--- src/rtl/mux_select_arbiter_if.sv ---
// mux_select_arbiter_if: request/done/grant bundle between two requesters and the mux-select arbiter
interface mux_select_arbiter_if #(parameter int CNT_W = 4);
    logic             req0_i;
    logic             req1_i;
    logic             done0_i;
    logic             done1_i;
    logic             gnt0_o;
    logic             gnt1_o;
    logic             select_o;
    logic             busy_o;
    logic [CNT_W-1:0] hold_cnt_o;
    logic             timeout_o;

    modport master (
        output req0_i, req1_i, done0_i, done1_i,
        input  gnt0_o, gnt1_o, select_o, busy_o, hold_cnt_o, timeout_o
    );

    modport slave (
        input  req0_i, req1_i, done0_i, done1_i,
        output gnt0_o, gnt1_o, select_o, busy_o, hold_cnt_o, timeout_o
    );
endinterface

--- src/rtl/mux_select_arbiter.sv ---
// mux_select_arbiter: two-requester round-robin arbiter owning a 2:1 mux select; ARB_TIMEOUT_EN enables the hold watchdog
module mux_select_arbiter #(
    parameter int CNT_W    = 4,
    parameter int MAX_HOLD = 8
) (
    input logic                 clk_i,
    input logic                 rst_i,
    mux_select_arbiter_if.slave bus
);
`ifdef ARB_TIMEOUT_EN
    localparam bit TO_EN = 1'b1;
`else
    localparam bit TO_EN = 1'b0;
`endif
    localparam logic [CNT_W-1:0] LIMIT   = CNT_W'(MAX_HOLD - 1);
    localparam logic [CNT_W-1:0] CNT_MAX = '1;

    typedef enum logic [1:0] {IDLE, GRANT0, GRANT1} state_t;

    state_t           state, state_nxt, arb;
    logic             last, last_nxt;
    logic             select, select_nxt;
    logic             timeout, timeout_nxt;
    logic [CNT_W-1:0] hold_cnt, hold_cnt_nxt;
    logic             rel, forced, new_grant;

    // Round-robin pick: on a tie the requester that did not win last time gets it
    always_comb begin
        arb = (bus.req0_i && bus.req1_i) ? (last ? GRANT0 : GRANT1) :
              bus.req0_i ? GRANT0 :
              bus.req1_i ? GRANT1 : IDLE;
    end

    // Release detection and next-state; release and re-arbitration share one edge
    always_comb begin
        forced = 1'b0;
        rel    = 1'b1;
        case (state)
            GRANT0: begin
                forced = TO_EN && hold_cnt == LIMIT && bus.req1_i;
                rel    = bus.done0_i || !bus.req0_i || forced;
            end
            GRANT1: begin
                forced = TO_EN && hold_cnt == LIMIT && bus.req0_i;
                rel    = bus.done1_i || !bus.req1_i || forced;
            end
            default: rel = 1'b1;
        endcase
        state_nxt    = rel ? arb : state;
        new_grant    = rel && arb != IDLE;
        last_nxt     = new_grant ? (arb == GRANT1) : last;
        select_nxt   = new_grant ? (arb == GRANT1) : select;
        hold_cnt_nxt = (state_nxt == IDLE || new_grant) ? '0 :
                       (hold_cnt == CNT_MAX) ? hold_cnt : hold_cnt + 1'b1;
        timeout_nxt  = forced && new_grant;
    end

    // State and datapath registers; pointer resets to 1 so requester 0 wins the first tie
    always_ff @(posedge clk_i) begin
        if (rst_i) begin
            state    <= IDLE;
            last     <= 1'b1;
            select   <= 1'b0;
            hold_cnt <= '0;
            timeout  <= 1'b0;
        end else begin
            state    <= state_nxt;
            last     <= last_nxt;
            select   <= select_nxt;
            hold_cnt <= hold_cnt_nxt;
            timeout  <= timeout_nxt;
        end
    end

    assign bus.gnt0_o     = state == GRANT0;
    assign bus.gnt1_o     = state == GRANT1;
    assign bus.busy_o     = state != IDLE;
    assign bus.select_o   = select;
    assign bus.hold_cnt_o = hold_cnt;
    assign bus.timeout_o  = timeout;
endmodule
--- src/flat_wrapper.sv ---
// flat-port wrapper written by rule: the top's interface ports become plain ports
module mux_select_arbiter_flat 
#(
    parameter int CNT_W    = 4,
    parameter int MAX_HOLD = 8
)
  (clk_i, rst_i, bus_req0_i, bus_req1_i, bus_done0_i, bus_done1_i, bus_gnt0_o, bus_gnt1_o, bus_select_o, bus_busy_o, bus_hold_cnt_o, bus_timeout_o);
  mux_select_arbiter_if #(.CNT_W(CNT_W)) bus_i ();
  input logic clk_i;
  input logic rst_i;
  input wire logic [$bits(bus_i.req0_i)-1:0] bus_req0_i;
  input wire logic [$bits(bus_i.req1_i)-1:0] bus_req1_i;
  input wire logic [$bits(bus_i.done0_i)-1:0] bus_done0_i;
  input wire logic [$bits(bus_i.done1_i)-1:0] bus_done1_i;
  output wire logic [$bits(bus_i.gnt0_o)-1:0] bus_gnt0_o;
  output wire logic [$bits(bus_i.gnt1_o)-1:0] bus_gnt1_o;
  output wire logic [$bits(bus_i.select_o)-1:0] bus_select_o;
  output wire logic [$bits(bus_i.busy_o)-1:0] bus_busy_o;
  output wire logic [$bits(bus_i.hold_cnt_o)-1:0] bus_hold_cnt_o;
  output wire logic [$bits(bus_i.timeout_o)-1:0] bus_timeout_o;
  assign bus_i.req0_i = bus_req0_i;
  assign bus_i.req1_i = bus_req1_i;
  assign bus_i.done0_i = bus_done0_i;
  assign bus_i.done1_i = bus_done1_i;
  assign bus_gnt0_o = bus_i.gnt0_o;
  assign bus_gnt1_o = bus_i.gnt1_o;
  assign bus_select_o = bus_i.select_o;
  assign bus_busy_o = bus_i.busy_o;
  assign bus_hold_cnt_o = bus_i.hold_cnt_o;
  assign bus_timeout_o = bus_i.timeout_o;
  mux_select_arbiter #(.CNT_W(CNT_W), .MAX_HOLD(MAX_HOLD)) u_core (.clk_i(clk_i), .rst_i(rst_i), .bus(bus_i));
endmodule
--- config.mk ---
export PLATFORM = sky130hd
export DESIGN_NAME = mux_select_arbiter_flat
export DESIGN_NICKNAME = d
export VERILOG_FILES = /design/src/rtl/mux_select_arbiter_if.sv /design/src/rtl/mux_select_arbiter.sv /design/src/flat_wrapper.sv
export SDC_FILE = /design/constraint.sdc
export NUM_CORES = 1
export LEC_CHECK = 0
export BUFFER_PORTS_ARGS = -buffer_cell sky130_fd_sc_hd__buf_2
export CAP_MARGIN = 5
export CORE_ASPECT_RATIO = 1.4
export CORE_MARGIN = 2
export CORE_UTILIZATION = 25
export CTS_BUF_LIST = sky130_fd_sc_hd__clkbuf_16
export DETAILED_ROUTE_END_ITERATION = 8
export PLACE_DENSITY = 0.49
export SYNTH_ARGS = -nofsm -noshare
export SYNTH_HDL_FRONTEND = slang
export SYNTH_SLANG_ARGS = --single-unit
export TNS_END_PERCENT = 30
--- constraint.sdc ---
create_clock -name clk_i -period 1.6 [get_ports clk_i]
set_input_delay 0.32 -clock clk_i [delete_from_list [all_inputs] [get_ports clk_i]]
set_output_delay 0.32 -clock clk_i [all_outputs]
set_load 0.01 [all_outputs]
# Yosys cells after proc, flatten, opt, wreduce, memory -nomap -nowiden

Cells that the tools add are included.

Add/subtract/negate cells: 1
Mux-type cells: 6
Equal/unequal tests: 4
Reductions and logical operators: 11

Operators by type and width:

| kind                                                            | count |
|---|---|
| 2-bit two-way mux                                               | 5 |
| 4-bit by 1-bit adder with 4-bit output, second input constant   | 1 |
| 2-bit == test, second input constant                            | 2 |
| 4-bit == test, second input constant                            | 1 |
| 2-bit nonzero test                                              | 2 |
| 1-bit logical OR                                                | 3 |
| 2-bit by 1-bit == test with 1-bit output, second input constant | 1 |
| 1-bit logical AND                                               | 2 |
| 1-bit zero test                                                 | 2 |
| 2-bit zero test                                                 | 1 |
| 1-bit case mux with 2 select lines                              | 1 |
| 2-bit OR reduction                                              | 1 |

Flip-flop bits (word level): 8
Output and inout port bits: 9
Input bits: 6
Logic and storage cells: 26

# Logic depth before layout (Yosys ltp)

Depth after elaboration: 7
Mapped depth: 6
Gate-level depth less buffers: 6

# Worst setup path before layout

No wires, ideal clock.

Path type: reg2reg
From: reg u_core.state[0]
To: reg u_core.hold_cnt[2] (netlist: u_core.bus.hold_cnt_o[2])
Library setup time: 0.073 ns
Data required time: 1.527 ns
Clock period less this slack: 1.377 ns
Buffers on the path: 0
Cell stages (with the launch flop): 7
Setup slack: 0.223 ns
Arrival time: 1.304 ns
Cell sequence: dfxtp_1 > inv_1 > ha_1 > inv_1 > o221ai_2 > a211o_1 > nor3_2

Cells in the longest elaborated chain, start to end: 6
Elaborated cells between the ends (all ways): 8
Those cells by class: eq/ne: 2; mux: 2; reduce/logical: 4

Ends and longest elaborated chain:

| item                                   | line                     | RTL |
|---|---|---|
| start: declaration                     | mux_select_arbiter.sv:20 | `state_t state, state_nxt, arb;` |
| start signal: assignment               | mux_select_arbiter.sv:67 | `state <= state_nxt;` |
| 2-bit == test (*)                      | --                       |  |
| net bus_gnt1_o                         | flat_wrapper.sv:16       | `output wire logic [$bits(bus_i.gnt1_o)-1:0] bus_gnt1_o;` |
| 1-bit case mux with 2 select lines (*) | mux_select_arbiter.sv:38 | `case (state)` |
| 2-bit two-way mux                      | mux_select_arbiter.sv:49 | `state_nxt = rel ? arb : state;` |
| 2-bit zero test                        | mux_select_arbiter.sv:53 | `hold_cnt_nxt = (state_nxt == IDLE \|\| new_grant) ? '0 :` |
| 1-bit logical OR (*)                   | mux_select_arbiter.sv:53 |  |
| 2-bit OR reduction (no line) (*)       | --                       |  |
| end signal: assignment                 | mux_select_arbiter.sv:70 | `hold_cnt <= hold_cnt_nxt;` |
| end: declaration                       | mux_select_arbiter.sv:24 | `logic [CNT_W-1:0] hold_cnt, hold_cnt_nxt;` |

The timed path passes the listed nets; every way through them passes the cells marked *.
A chain may end at the register's enable or synchronous reset.

# Worst setup path after layout

From: reg u_core.state[1]
To: reg u_core.hold_cnt[2] (netlist: u_core.bus.hold_cnt_o[2])

Cells in the longest elaborated chain, start to end: 6
Elaborated cells between the ends (all ways): 8
Those cells by class: eq/ne: 2; mux: 2; reduce/logical: 4

Ends and longest elaborated chain:

| item                                                                      | line |
|---|---|
| 2-bit == test or 2-bit by 1-bit == test with 1-bit output (tied branches) | mux_select_arbiter.sv:38 |
| 1-bit case mux with 2 select lines                                        | mux_select_arbiter.sv:38 |
| 2-bit two-way mux                                                         | mux_select_arbiter.sv:49 |
| 2-bit zero test                                                           | mux_select_arbiter.sv:53 |
| 1-bit logical OR (*)                                                      | mux_select_arbiter.sv:53 |
| 2-bit OR reduction (no line) (*)                                          | -- |

Every way passes the cells marked *; elsewhere a longest branch is shown, timed or not.

==> impl_metrics.toml <==
[synth]
synth_edf_count = 0
synthArstFlopShare_pct = 0
post_synth.cell_area_avg_um2 = 8.43
netlist_top_cells_count = "dfxtp_1 (8), inv_1 (7), nor2_1 (7)"
syn_area_um2 = 455
ys_seq_area_share_pct = 35.2
synth_flop_cell = "dfxtp_1"
synth_most_common_cell = "dfxtp_1"
synth-seq-cells = 8
synth_area_leaders = "dfxtp_1 (35%), ha_1 (11%), inv_1 (5.8%)"
syn_inst = 54
synth_top_cell_area_share_pct = 35.2
syn_nets = 64
synth_top_area_cell = "dfxtp_1"
yosysWarnings = 0
netlist-cell-type-count = 23

[clocking]
clkLatencyLatePin_ns = 0.23
cts_sinks = 8
htreeDepth = 1
cts_tree = "done"
post-cts-setup-buffers = 0
cts-root-buf = "clkbuf_16"
hold_buffers = 0
path_clk_slew_ns = 0.04
cts_buffers = 3
cts_buffer_depth = 2
cts.repair.resized = 0

[detailed_routing]
vias = 423
avgRoutedWirePerCell_um = 10.9
drt_first_pass_iters = 2
wl_um = 972
first_iter_violations = 2
route.detailed.drc = 0
viasPerCell = 4.75
drtAntennaViolNets = 0

[pwr]
swShare_pct = 23.1
p_switching_w = 0.000176
p_leak_nw = 0.287
seqPwrFrac_pct = 29.7
design_power_total_w = 0.000763
ir_drop_uv = 684
p_per_area_nw_per_um2 = 1240
p_int_w = 0.000586
power_frac_comb_pct = 15.4
p_clk_share_pct = 54.9

[floorplan]
start_util_pct = 26.3
die_width_um = 40.1
die_h_um = 54.5
boundaryPins = 15
rows = 18
core_area_um2 = 1730
dieArea_um2 = 2180

[setup_path]
r2r-end = "u_core.bus.hold_cnt_o[2]"
reg2regPathDepth = 5
crit_path_end_kind = "flip-flop"
start_kind = "flip-flop"
worst-setup-path-type = "reg -> reg"
rr_startpoint = "u_core.state[1]"
critPathMaxFanout = 5
arrival_ns = 1.63
r2r_slack_ns = 0.13
worstPathRequired_ns = 1.76

[grt]
grtUsageTotal_pct = 11.0
antenna_found_initial = 0
grt_pass1_vias = 376
grt_first_pass_wirelength_mm = 1.53
overflow = 0
grt_max_degree = 7

[timing]
finalWorstSetupSlack_ns = 0.129
rsz0062_at_grt = "no"
fin_worst_skew_ns = 0.00115
setup_violations = 0
min_period_over_period_pct = 91.9
fin_hold_ws_ns = 0.366
fmax_ghz = 0.680
min_period_ns = 1.47
slew_viol_final = 0
final.setup.tns_ns = 0
hold_violations = 0

[worst_hold_path]
hold_path_end = "u_core.state[1]"
hold-path-cell-count = 2
hold_start = "rst_i"
hp-class = "in -> reg"

[finish]
area_growth_pct = 34.6
layout.nets = 81
fillers = 189
multiInputGateArea_um2 = 262
seq_area_um2 = 160
antenna_cells = 0
drive_above_1_share_pct = 27.5

[place]
portBuffers = 13
dp_hpwl_um = 770
place_congestion = 0.721
place_worst_setup_slack_ns = 0.125

[outcome]
outcome = "complete, no violations"

[run]
max_cap_violations = 0
[worst max-delay path by stage]
stage                                from                  endpoint  slack (ns)
final                     u_core.state[1]  u_core.bus.hold_cnt_o[2]        0.13
after global routing      u_core.state[1]  u_core.bus.hold_cnt_o[2]       0.002
after CTS                 u_core.state[1]  u_core.bus.hold_cnt_o[2]        0.11
after detailed placement  u_core.state[1]  u_core.bus.hold_cnt_o[2]        0.12
after global placement    u_core.state[1]  u_core.bus.hold_cnt_o[2]        0.14
after floorplan           u_core.state[0]  u_core.bus.hold_cnt_o[2]        0.22
[placed cells by master (no fill, tap or decap)]
master,instances
mux2i_1,1
and2b_1,2
nand3_1,2
clkbuf_16,3
o221ai_2,1
nor2_1,7
o22ai_1,1
o21ai_0,4
nand4_1,1
nor3_2,1
ha_1,4
a211oi_2,1
o31ai_1,1
a211o_1,1
buf_2,13
conb_1,1
a21boi_0,1
o21a_1,1
inv_1,7
a311oi_1,1
dfxtp_1,8
nand2_1,4
xnor2_1,1
a31oi_1,2
[cell type report]
class,count,share of cell area (%)
well taps,20,4.08
repair buffers,13,10.6
clock buffers,3,12.2
multi-input cells,38,42.7
inverters,7,4.29
flip-flops and latches,8,26.1
[per-stage QoR]
stage / utilization [%] / cells / area, um^2
after global placement: 31.0 / 86 / 538
after global routing: 35.4 / 89 / 613
final: 35.4 / 89 / 613
after detailed placement: 31.0 / 86 / 538
after CTS: 35.4 / 89 / 613
after floorplan: - / 54 / 455
[worst max-delay path: stages (launching register included)]
cell and delay [ns]:
dfxtp_1 0.33, inv_1 0.09, ha_1 0.34, o221ai_2 0.14
a211o_1 0.31, nor3_2 0.19
[cells by family after synthesis]
| group | after synthesis | share of synthesized area (%) |
|---|---|---|
| buffers and inverters | 8 | 7.42 |
| adders and majority gates | 4 | 11.0 |
| and+or+nand+nor | 17 | 18.1 |
| other | 1 | 0.823 |
| xor gates and xnor gates | 1 | 1.92 |
| muxes | 1 | 2.20 |
| AOI/OAI and AO/OA | 14 | 23.4 |
| DFF | 8 | 35.2 |
[registers in the layout, indices dropped and copies added, names as in the netlist]
register	flops
u_core.last	1
u_core.bus.hold_cnt_o	4
u_core.bus.select_o	1
u_core.state	2
[layer usage]
layer	routed length (um)	GRT usage (%)
met1	415	11.4
met2	446	17.5
met3	67	1.22
met4	42	12.1
met5	0	0
[power by group through the flow]
stage	registers, W	logic [W]	clock network (W)
floorplan	0.000230	0.0000786	0
global placement	0.000229	0.000120	0
detailed placement	0.000229	0.000119	0
CTS	0.000226	0.000119	0.000425
global route	0.000228	0.000134	0.000436
finish	0.000226	0.000118	0.000419
(Power assumes the default switching activity.)
